[src/rtl/multi_clock_divider_if.sv]
// Control and status bundle for multi_clock_divider: per-channel enables,
// the shared divisor load port, and the per-channel divided outputs.
interface multi_clock_divider_if #(
   parameter int N_CHANNELS = 4,
   parameter int WIDTH      = 32
);
   localparam int CH_BITS = (N_CHANNELS > 1) ? $clog2(N_CHANNELS) : 1;

   logic [N_CHANNELS-1:0] i_ENABLE;
   logic                  i_LOAD;
   logic [CH_BITS-1:0]    i_LOAD_CHANNEL;
   logic [WIDTH-1:0]      i_LOAD_DIVISOR;
   logic [N_CHANNELS-1:0] o_CLOCK;
   logic [N_CHANNELS-1:0] o_TICK;
   logic [N_CHANNELS-1:0] o_RUNNING;

   modport master (
      output i_ENABLE,
      output i_LOAD,
      output i_LOAD_CHANNEL,
      output i_LOAD_DIVISOR,
      input  o_CLOCK,
      input  o_TICK,
      input  o_RUNNING
   );

   modport slave (
      input  i_ENABLE,
      input  i_LOAD,
      input  i_LOAD_CHANNEL,
      input  i_LOAD_DIVISOR,
      output o_CLOCK,
      output o_TICK,
      output o_RUNNING
   );
endinterface

[src/rtl/multi_clock_divider.sv]
// N-channel programmable clock divider. Each channel counts 0..act-1 and
// drives a registered divided clock (low for floor(act/2) cycles, then high)
// plus a one-cycle tick on the last count of every period. Divisor loads go
// to a shadow register and only reach the active divisor at the period
// boundary, so a running output never sees a short or stretched pulse.
module multi_clock_divider #(
   parameter int               N_CHANNELS      = 4,
   parameter int               WIDTH           = 32,
   parameter logic [WIDTH-1:0] DEFAULT_DIVISOR = WIDTH'(2)
) (
   input logic                  i_SYS_CLOCK,
   input logic                  i_RESET,
   multi_clock_divider_if.slave bus
);
   localparam int CH_BITS = (N_CHANNELS > 1) ? $clog2(N_CHANNELS) : 1;

   logic [WIDTH-1:0]      cnt_q [N_CHANNELS];
   logic [WIDTH-1:0]      act_q [N_CHANNELS];
   logic [WIDTH-1:0]      shd_q [N_CHANNELS];
   logic [WIDTH-1:0]      cnt_d [N_CHANNELS];
   logic [WIDTH-1:0]      act_d [N_CHANNELS];
   logic [WIDTH-1:0]      shd_d [N_CHANNELS];
   logic [N_CHANNELS-1:0] clk_q, tick_q, run_q;
   logic [N_CHANNELS-1:0] clk_d, tick_d, run_d;
   logic [N_CHANNELS-1:0] load_hit;
   logic [N_CHANNELS-1:0] run_now;
   logic [N_CHANNELS-1:0] wrap;

   // Decode the shared load port into a per-channel strike; out-of-range channels hit nothing
   always_comb begin
      load_hit = '0;
      for (int c = 0; c < N_CHANNELS; c++) begin
         load_hit[c] = bus.i_LOAD
                       && (int'(bus.i_LOAD_CHANNEL) < N_CHANNELS)
                       && (int'(bus.i_LOAD_CHANNEL) == c);
      end
   end

   // A channel counts only when enabled with a divisor of at least 2; wrap marks its last count
   always_comb begin
      run_now = '0;
      wrap    = '0;
      for (int c = 0; c < N_CHANNELS; c++) begin
         run_now[c] = bus.i_ENABLE[c] && (act_q[c] >= WIDTH'(2));
         wrap[c]    = (cnt_q[c] == (act_q[c] - WIDTH'(1)));
      end
   end

   // Next counter, divisor and output values; stopped channels hold cnt at 0 and accept loads directly
   always_comb begin
      for (int c = 0; c < N_CHANNELS; c++) begin
         cnt_d[c]  = cnt_q[c];
         act_d[c]  = act_q[c];
         shd_d[c]  = load_hit[c] ? bus.i_LOAD_DIVISOR : shd_q[c];
         clk_d[c]  = 1'b0;
         tick_d[c] = 1'b0;
         if (run_now[c]) begin
            cnt_d[c]  = wrap[c] ? '0 : (cnt_q[c] + WIDTH'(1));
            clk_d[c]  = (cnt_q[c] >= (act_q[c] >> 1));
            tick_d[c] = wrap[c];
            if (wrap[c]) begin
               act_d[c] = load_hit[c] ? bus.i_LOAD_DIVISOR : shd_q[c];
            end
         end else begin
            cnt_d[c] = '0;
            if (load_hit[c]) begin
               act_d[c] = bus.i_LOAD_DIVISOR;
            end
         end
         run_d[c] = bus.i_ENABLE[c] && (act_d[c] >= WIDTH'(2));
      end
   end

   // Channel state and registered outputs, with reset taking priority over every load and enable
   always_ff @(posedge i_SYS_CLOCK) begin
      if (i_RESET) begin
         for (int c = 0; c < N_CHANNELS; c++) begin
            cnt_q[c] <= '0;
            act_q[c] <= DEFAULT_DIVISOR;
            shd_q[c] <= DEFAULT_DIVISOR;
         end
         clk_q  <= '0;
         tick_q <= '0;
         run_q  <= '0;
      end else begin
         for (int c = 0; c < N_CHANNELS; c++) begin
            cnt_q[c] <= cnt_d[c];
            act_q[c] <= act_d[c];
            shd_q[c] <= shd_d[c];
         end
         clk_q  <= clk_d;
         tick_q <= tick_d;
         run_q  <= run_d;
      end
   end

   assign bus.o_CLOCK   = clk_q;
   assign bus.o_TICK    = tick_q;
   assign bus.o_RUNNING = run_q;

endmodule

[src/flat_wrapper.sv]
// flat-port wrapper written by rule: the top's interface ports become plain ports
module multi_clock_divider_flat 
#(
   parameter int               N_CHANNELS      = 4,
   parameter int               WIDTH           = 32,
   parameter logic [WIDTH-1:0] DEFAULT_DIVISOR = WIDTH'(2)
)
  (i_SYS_CLOCK, i_RESET, bus_i_ENABLE, bus_i_LOAD, bus_i_LOAD_CHANNEL, bus_i_LOAD_DIVISOR, bus_o_CLOCK, bus_o_TICK, bus_o_RUNNING);
  multi_clock_divider_if #(.N_CHANNELS(N_CHANNELS), .WIDTH(WIDTH)) bus_i ();
  input logic i_SYS_CLOCK;
  input logic i_RESET;
  input wire logic [$bits(bus_i.i_ENABLE)-1:0] bus_i_ENABLE;
  input wire logic [$bits(bus_i.i_LOAD)-1:0] bus_i_LOAD;
  input wire logic [$bits(bus_i.i_LOAD_CHANNEL)-1:0] bus_i_LOAD_CHANNEL;
  input wire logic [$bits(bus_i.i_LOAD_DIVISOR)-1:0] bus_i_LOAD_DIVISOR;
  output wire logic [$bits(bus_i.o_CLOCK)-1:0] bus_o_CLOCK;
  output wire logic [$bits(bus_i.o_TICK)-1:0] bus_o_TICK;
  output wire logic [$bits(bus_i.o_RUNNING)-1:0] bus_o_RUNNING;
  assign bus_i.i_ENABLE = bus_i_ENABLE;
  assign bus_i.i_LOAD = bus_i_LOAD;
  assign bus_i.i_LOAD_CHANNEL = bus_i_LOAD_CHANNEL;
  assign bus_i.i_LOAD_DIVISOR = bus_i_LOAD_DIVISOR;
  assign bus_o_CLOCK = bus_i.o_CLOCK;
  assign bus_o_TICK = bus_i.o_TICK;
  assign bus_o_RUNNING = bus_i.o_RUNNING;
  multi_clock_divider #(.N_CHANNELS(N_CHANNELS), .WIDTH(WIDTH), .DEFAULT_DIVISOR(DEFAULT_DIVISOR)) u_core (.i_SYS_CLOCK(i_SYS_CLOCK), .i_RESET(i_RESET), .bus(bus_i));
endmodule
[config.mk]
export PLATFORM = sky130hd
export DESIGN_NAME = multi_clock_divider_flat
export DESIGN_NICKNAME = d
export VERILOG_FILES = /design/src/rtl/multi_clock_divider_if.sv /design/src/rtl/multi_clock_divider.sv /design/src/flat_wrapper.sv
export SDC_FILE = /design/constraint.sdc
export NUM_CORES = 1
export LEC_CHECK = 0
export ABC_AREA = 1
export BUFFER_PORTS_ARGS = -buffer_cell sky130_fd_sc_hd__buf_2
export CORE_MARGIN = 3
export CORE_UTILIZATION = 63
export CTS_BUF_LIST = sky130_fd_sc_hd__clkbuf_8
export CTS_CLUSTER_DIAMETER = 50
export DETAILED_ROUTE_END_ITERATION = 6
export HOLD_SLACK_MARGIN = 0.1
export PLACE_DENSITY = 0.8
export SYNTH_ARGS = -nofsm -noshare
export SYNTH_HDL_FRONTEND = slang
export SYNTH_SLANG_ARGS = --single-unit
export TNS_END_PERCENT = 30
[constraint.sdc]
create_clock -name i_SYS_CLOCK -period 6.9 [get_ports i_SYS_CLOCK]
set_input_delay 0.69 -clock i_SYS_CLOCK [delete_from_list [all_inputs] [get_ports i_SYS_CLOCK]]
set_output_delay 0.69 -clock i_SYS_CLOCK [all_outputs]
set_load 0.01 [all_outputs]
### Word-level counts from Yosys, hierarchy flattened

Memory sizes are Yosys's and may differ from the RTL's.
Index checks and enable logic that the tools add are counted.

* flip-flop bits (word level): 12
* bits in writable memories: 384
* bits of input ports: 41
* word-level logic and storage cells: 111
* memories kept: 3

* add/sub/neg operators: 8
* order comparisons: 12
* equal/unequal tests: 7
* mux-type cells: 39
* bitwise gates (word level): 16
* reductions and logical operators: 17

Memory list
* u_core.act_q: depth 4, width 32, rd ports 4, clocked after Yosys merged registers in 0, write ports 4, line multi_clock_divider.sv:18 `logic [WIDTH-1:0] act_q [N_CHANNELS];`
* u_core.cnt_q: depth 4, width 32, rd ports 4, clocked after Yosys merged registers in 0, write ports 4, line multi_clock_divider.sv:17 `logic [WIDTH-1:0] cnt_q [N_CHANNELS];`
* u_core.shd_q: depth 4, width 32, rd ports 4, clocked after Yosys merged registers in 0, write ports 4, line multi_clock_divider.sv:19 `logic [WIDTH-1:0] shd_q [N_CHANNELS];`

Operator list (count)
* 2-to-1 mux 32 bit: 36
* greater-or-equal comparator 32 x 2 -> 1 bit, second input constant: 8
* adder 32 x 1 -> 32 bit, second input constant: 4
* equality test 32 bit: 4
* greater-or-equal comparator 32 x 31 -> 1 bit: 4
* subtractor 32 x 1 -> 32 bit, second input constant: 4
* logical AND 1 bit: 12
* bitwise OR 1 bit: 12
* OR reduction 2 bit: 4
* equality test 2 bit, second input constant: 2
* NOT 1 bit: 4
* 2-to-1 mux 1 bit: 3
* equality test 2 x 1 -> 1 bit, second input constant: 1
* zero test 2 bit: 1

### Longest topological paths before layout

Gate-level depths: netlist of the first run.

* depth in word-level cells: 7
* mapped depth: 25
* mapped depth without buffers: 24

### Worst setup path after synthesis of the first run

OpenSTA, ideal clock, no wires.

* path kind: register to register
* start point: memory u_core.act_q[1][0] (netlist: u_core.act_q[0][32])
* end point: register u_core.run_q[1] (netlist: u_core.bus.o_RUNNING[1])
* setup time: 0.117 ns
* arrival: 2.520 ns
* data required time: 6.783 ns
* slack: 4.263 ns
* cell stages (with the launch flop): 23
* cells stage by stage: dfxtp_1 -> inv_1 -> ha_1 -> nand2_4 -> nor2_4 -> nand2_1 -> inv_1 -> nand3_1 -> nand3_1 -> nand2_1 -> nor2_1 -> nand3_2 -> nor2_4 -> nand2_4 -> buf_2 -> nand2_1 -> nand3_1 -> nand2_1 -> nand2_1 -> nor2_1 -> nand2_1 -> nor2_1 -> a21oi_1

RTL lines
* from (decl): line multi_clock_divider.sv:18
* to (signal assigned): line multi_clock_divider.sv:93 `run_q <= run_d;`
* to (decl): line multi_clock_divider.sv:23 `logic [N_CHANNELS-1:0] clk_q, tick_q, run_q;`

==> reports/results.md, run 1 <==
| Stage | Item | Reported |
| --- | --- | --- |
| global route | Number of global-route vias before repair | 26,459 |
| setup path | Arrival time reported for the critical path endpoint | 4880 ps |
| yosys | Cell count after synthesis | 4,608 |
| routing | Final ANT Viol Nets | 0 |
| power and ir drop | PD cells | 197 nW/µm² |
| yosys | Post-synthesis instance area | 28,500 µm² |
| setup path | Capturing element type of the critical path | flip-flop |
| sta | Slew Limit Headroom | 18.4% |
| setup path | Worst setup SP type | flip-flop |
| yosys | Most instantiated flip-flop cell in the synthesis netlist | dfxtp_1 |
| place | Pre-CTS worst setup slack | 2560 ps |
| clocking | Clock transition time at the flip-flop clock pins of the worst setup and hold paths | 60 ps |
| sta | Setup skew after layout | 20.9 ps |
| clocking | TritonCTS clock tree | built |
| setup path | Top fanout value on the critical path | 35 |
| place | Final RePlAce weighted congestion | 1.00 |
| yosys | YS warnings | 0 |
| status | Result of the run | finished, final reports clean |
| sta | Final period utilization | 63.6% |
| finish | Fraction of final layout cells with drive strength greater than 1 | 6.38% |
| global route | Initial antenna violation count | 0 |
| clocking | Number of resized instances in the post-cts repair step | 0 |
| place | Sum of net half-perimeters after detailed placement | 65,600 µm |
| die | Initial core utilization | 64.1% |
| die | Core region area | 44,400 µm² |
| sta | Worst hold margin | 331 ps |
| clocking | Clk sink count | 396 |
| sta | Fmax | 228 MHz |
| routing | WL final | 87,500 µm |
| power and ir drop | Worst IR drop on VDD | 205 µV |
| global route | Congestion Overflow GR | 0 |
| setup path | Required time of the worst setup path | 7400 ps |
| place | Number of port buffers | 52 |
| global route | Total routing usage reported by global routing | 35.9% |
| die | Ports | 53 |
| sta | Pins Over Slew Limit | 0 |
| routing | Post-DR wirelength/cell | 16.7 µm |
| routing | DRC marker count from the first detailed-route iteration | 2,557 |
| sta | Final hold viol count | 0 |
| yosys | Share of flip-flops with an asynchronous set or reset | 0% |
| routing | DRC violation count after routing | 0 |
| clocking | Number of setup buffers added after CTS | 0 |
| finish | Leading cell type in the layout, fill and taps excluded | nand2_1 |
| yosys | Number of flops mapped to enable cells by yosys | 0 |
| finish | Area added between synthesis and finish | 6.13% |
| sta | Measured slew at the worst slew-check pin | 1220 ps |
| clocking | CTS HTree Levels | 3 |
| yosys | Number of nets in the synthesized netlist | 4,785 |
| sta | Final number of setup-violating endpoints | 0 |
| yosys | Post-synthesis sequential element count | 396 |
| yosys | Post-synthesis area per instance | 6.18 µm² |
| die | Die span in x | 219 µm |
| worst hold path | Classification of the worst-slack hold path | in2reg |
| finish | Highest-count cells in the layout ignoring fill and taps | nand2_1 (1,210), nor2_1 (690), inv_1 (662), dfxtp_1 (396), nand3_1 (344) |
| routing | 1st-pass router iterations | 7 |
| global route | First-pass GRT wire length | 138,000 µm |
| power and ir drop | Leakage power | 13.7 nW |
| yosys | Post-synthesis cell type count | 56 |
| clocking | Max Root-Sink Buffers | 3 |
| die | Vertical die dimension | 219 µm |
| routing | Detailed-route vias per instance | 5.59 |
| clocking | Root buf cell | clkbuf_8 |
| die | Row Count | 77 |
| clocking | Hold-fix buffer count after cts | 0 |
| clocking | Number of CTS-inserted buffers | 71 |
| sta | Time the worst path needs with I/O delays and setup | 4390 ps |
| die | Full die area | 47,800 µm² |
| global route | Largest net degree at the start of global routing | 97 |
| sta | RSZ-0062 raised after global routing | false |
| finish | Fillers | 4,251 |
| setup path | Kind of critical path | reg2reg |
| sta | Accumulated negative setup slack | 0 ps |
| routing | Vias | 29,218 |
| sta | Worst-case setup margin in the final layout | 2510 ps |
| job | Max capacitance violation total | 0 |
| yosys | Fraction of the yosys area taken by sequential cells | 27.8% |
| clocking | Clock insertion delay at the later pin of the skew report | 660 ps |
| finish | Nets | 4,777 |
[cell type report]
type / instances / area, µm² / share of cell area, %
Antenna cell: 1 / 2.50 / 0.00828
Clock buffer: 77 / 1060 / 3.51
Clock inverter: 34 / 201 / 0.667
Inverter: 649 / 2440 / 8.06
Multi-Input combinational cell: 3410 / 17400 / 57.7
Sequential cell: 396 / 7930 / 26.2
Tap cell: 592 / 741 / 2.45
Timing Repair Buffer: 72 / 419 / 1.39
[where the power goes]
| part | leakage [nW] | switching (mW) | internal (mW) | total [mW] |
|---|---|---|---|---|
| combinational | 9.70 | 0.967 | 0.422 | 1.39 |
| sequential | 3.22 | 0.102 | 2.37 | 2.47 |
| clock | 0.730 | 1.00 | 1.09 | 2.09 |
[through the flow]
stage,instance area (µm²),std cells,power (mW),utilization [%]
after floorplan,28500,4608,3.54,-
after global placement,28900,5119,3.86,65.2
after detailed placement,28900,5119,3.87,65.2
after CTS,30200,5230,5.95,68.0
after global routing,30200,5230,6.26,68.0
final,30200,5231,5.95,68.0
[worst paths after layout]
| kind | start | end | slack [ps] | cells past startpoint |
|---|---|---|---|---|
| min | bus_i_ENABLE[0] | u_core.bus.o_RUNNING[0] | 330 | 3 |
| max | u_core.act_q[0][0] | u_core.cnt_q[0][28] | 2510 | 13 |
| min reg2reg | u_core.cnt_q[2][0] | u_core.cnt_q[2][0] | 470 | 1 |
| max reg2reg | u_core.act_q[0][0] | u_core.cnt_q[0][28] | 2510 | 13 |
[Yosys cell counts (all sizes together) (9+ instances only)]
cell	n	area [µm²]
nor3	62	367
dfxtp	396	7930
nand3	367	1960
a21oi	139	699
buf	53	335
o21bai	9	67.6
nor2	744	3020
ha	136	1700
nor4	22	150
o21ai	248	1240
nand3b	19	143
or2	12	77.6
inv	645	2420
xor2	93	815
nand4	96	601
o211ai	95	713
clkbuf	100	375
o21a	10	75.1
xnor2	62	543
nor3b	22	175
a211oi	17	128
nand2	1233	4700
[critical path, cell delays in order (launching register included)]
cell	delay, ps
dfxtp_1	330
inv_1	120
ha_1	210
nand2_1	140
nor2_2	480
nand2_1	180
xor2_1	220
nand2_1	70
nor2_1	90
nand3_1	120
nor2_4	600
nand3_4	560
nand2_1	920
nor3_1	170
[cells by family (layout without fill, tap and decap cells)]
| family | count (synthesis) | in the layout | share of synthesized area [%] |
|---|---|---|---|
| AOI/OAI and AO/OA | 536 | 536 | 10.8 |
| xor gates and xnor gates | 157 | 157 | 4.93 |
| adders and majority gates | 136 | 136 | 5.98 |
| buffers and inverters | 802 | 832 | 11.1 |
| DFF | 396 | 396 | 27.8 |
| other | 0 | 1 | 0 |
| and+or+nand+nor | 2581 | 2581 | 39.4 |
[sequential cells by signal, indices dropped and copies added (netlist names)]
signal / count
u_core.bus.o_CLOCK: 4
u_core.cnt_q: 128
u_core.bus.o_RUNNING: 4
u_core.bus.o_TICK: 4
u_core.shd_q: 128
u_core.act_q: 128
[layer usage]
layer	GRT usage, %	vias up	part of all wire (%)
met2	59.8	1033	46
met3	6.19	240	7.9
met1	46.0	13229	42
li1	-	14716	-
met5	0	-	0
met4	15.0	0	4.2
Power figures use the tool's default switching activity.
==> run 2: changes to the inputs <==
- clock period: 6.9 -> 4.5 ns (I/O delays scaled with it)
==> run 2 against run 1 <==
Compared with the run above: flip-flop and latch count did not move; hold slack got worse by 180 ps; largest power group unchanged; the flow now finishes with violations (design-rule violations); cell area grew 0.65%; sequential share of layout area fell by 0.17 points; global-route usage increased by 0.71 points; via count grew 1.2%; register-to-register slack lost 1800 ps; critical endpoint is now u_core.cnt_q[1][29].
==> reports/results.md, run 2 (synthesis results as in run 1) <==
| Stage | Item | Reported | Delta |
| --- | --- | --- | --- |
| finish | Fraction of final layout cells with drive strength greater than 1 | 6.73% | +0.35 points |
| routing | Post-DR wirelength/cell | 17.0 µm | +1.7% |
| clocking | Number of resized instances in the post-cts repair step | 0 | unchanged |
| setup path | Kind of critical path | reg2reg |  |
| clocking | Number of CTS-inserted buffers | 69 | -2.8% |
| routing | 1st-pass router iterations | 7 | unchanged |
| setup path | Setup slack of the worst register-to-register path | 760 ps | -1760 ps |
| status | Failing checks | design-rule violations |  |
| die | Die span in x | 219 µm | unchanged |
| die | Vertical die dimension | 219 µm | unchanged |
| power and ir drop | PD cells | 305 nW/µm² | +55% |
| global route | Initial antenna violation count | 0 | unchanged |
| sta | Final period utilization | 83.2% | +20 points |
| status | Result of the run | finished with violations |  |
| finish | Highest-count cells in the layout ignoring fill and taps | nand2_1 (1,210), nor2_1 (691), inv_1 (656), dfxtp_1 (396), nand3_1 (344) |  |
| clocking | Number of setup buffers added after CTS | 0 | unchanged |
| sta | Setup skew after layout | 30.7 ps | +9.77 ps |
| power and ir drop | Worst IR drop on VDD | 315 µV | +54% |
| place | Placement-stage cell area | 29,100 µm² | +0.43% |
| global route | Largest net degree at the start of global routing | 223 | +130% |
| routing | Final ANT Viol Nets | 0 | unchanged |
| clocking | Max Root-Sink Buffers | 3 | unchanged |
| global route | Total routing usage reported by global routing | 36.6% | +0.71 points |
| routing | WL final | 89,200 µm | +1.9% |
| finish | Leading cell type in the layout, fill and taps excluded | nand2_1 |  |
| place | Sum of net half-perimeters after detailed placement | 66,600 µm | +1.4% |
| clocking | Hold-fix buffer count after cts | 2 | +2 |
| sta | Worst-case setup margin in the final layout | 755 ps | -1760 ps |
| place | Pre-CTS worst setup slack | 790 ps | -1770 ps |
| finish | Area added between synthesis and finish | 6.83% |  |
| sta | Pins Over Slew Limit | 0 | unchanged |
| finish | Final cell utilization of the core | 68.5% | +0.45 points |
| sta | Accumulated negative setup slack | 0 ps | unchanged |
| sta | RSZ-0062 raised after global routing | false |  |
| finish | Registers with the highest flip-flop counts | u_core.act_q x128, u_core.cnt_q x128, u_core.shd_q x128 |  |
| sta | Slew Limit Headroom | 10.0% | -8.4 points |
| setup path | Required time of the worst setup path | 5000 ps | -2400 ps |
| die | Full die area | 47,800 µm² | unchanged |
| sta | Time the worst path needs with I/O delays and setup | 3740 ps | -642 ps |
| place | Number of port buffers | 52 | unchanged |
| clocking | Clock transition time at the flip-flop clock pins of the worst setup and hold paths | 60 ps | about the same |
| sta | Final number of setup-violating endpoints | 0 | unchanged |
| setup path | Worst setup SP type | flip-flop |  |
| clocking | Clock insertion delay at the later pin of the skew report | 660 ps | about the same |
| power and ir drop | Leakage power | 13.8 nW | +0.71% |
| job | Max capacitance violation total | 0 | unchanged |
| clocking | CTS HTree Levels | 3 | unchanged |
| die | Core region area | 44,400 µm² | unchanged |
| routing | Detailed-route vias per instance | 5.63 | +0.88% |
| die | Initial core utilization | 64.1% | unchanged |
| sta | Final hold viol count | 0 | unchanged |
| place | Final RePlAce weighted congestion | 1.05 | +4.6% |
| global route | Number of global-route vias before repair | 26,937 | +1.8% |
| sta | Measured slew at the worst slew-check pin | 1350 ps | +127 ps |
| setup path | Capturing element type of the critical path | flip-flop |  |
| routing | DRC violation count after routing | 8 | +8 |
| die | Row Count | 77 | unchanged |
| worst hold path | Classification of the worst-slack hold path | in2reg |  |
| global route | Congestion Overflow GR | 0 | unchanged |
| setup path | Top fanout value on the critical path | 34 | -2.9% |
| clocking | TritonCTS clock tree | built |  |
| die | Ports | 53 | unchanged |
| finish | Nets | 4,789 | +0.25% |
| setup path | Arrival time reported for the critical path endpoint | 4250 ps | -630 ps |
| clocking | Clk sink count | 396 | unchanged |
| finish | Post-route cell area | 30,400 µm² | +0.65% |
| finish | Fillers | 4,167 | -2.0% |
| power and ir drop | Final total power | 9.27 mW | +56% |
| global route | First-pass GRT wire length | 141,000 µm | +2.2% |
| routing | Vias | 29,555 | +1.2% |
| clocking | Root buf cell | clkbuf_8 |  |
| routing | DRC marker count from the first detailed-route iteration | 2,580 | +0.90% |
| sta | Fmax | 267 MHz | +17% |
## run 2: path summary, 6_finish.rpt
path                            start                 endpoint  cells past startpoint
setup / recovery  u_core.act_q[0][32]      u_core.cnt_q[1][29]                     16
hold / removal        bus_i_ENABLE[1]  u_core.bus.o_RUNNING[1]                      3
hold reg to reg    u_core.cnt_q[2][0]       u_core.cnt_q[2][0]                      1
setup reg to reg  u_core.act_q[0][32]      u_core.cnt_q[1][29]                     16
## run 2: power by group
| group | internal [mW] | total [mW] | switching, mW |
|---|---|---|---|
| registers | 3.64 | 3.79 | 0.156 |
| clock network | 1.77 | 3.32 | 1.55 |
| logic | 0.658 | 2.16 | 1.51 |
| total | 6.06 | 9.27 | 3.22 |
## run 2: metal layers
metal	GRT usage, %	share of wire (%)
met3	6.24	8.3
met5	0	0
met2	58.2	44
met1	48.4	43
met4	17.5	5.2
## run 2: area by class of cell
| class | instances | area [µm²] | share of cell area, % |
|---|---|---|---|
| inverter | 649 | 2440 | 8.01 |
| multi-input combinational | 3410 | 17400 | 57.3 |
| sequential | 396 | 7930 | 26.1 |
| antenna | 1 | 2.50 | 0.00823 |
| timing repair buffer | 86 | 567 | 1.86 |
| clock buffer | 79 | 1090 | 3.58 |
| tap | 592 | 741 | 2.44 |
| clock inverter | 32 | 226 | 0.745 |
## run 2: critical path: stages (launching register included)
cell      delay, ps
dfxtp_1         330
inv_1           150
ha_1            350
nand2_4         120
nor2_2          220
nand2_1         110
nand3b_1        140
nand2_1          60
nor2_1          140
nand2_1          90
nor2_1           90
nand2_1          90
nor2_4          350
nand2_4         360
nand2_1         680
buf_4           250
a221oi_1         50
## run 2: per-stage QoR
stage | hold slack, ps | cells
6_report | 154 | 5245
4_1_cts | 111 | 5244
5_1_grt | 138 | 5244
3_3_place_gp | 458 | 5131
3_5_place_dp | 475 | 5131
2_1_floorplan | 430 | 4608
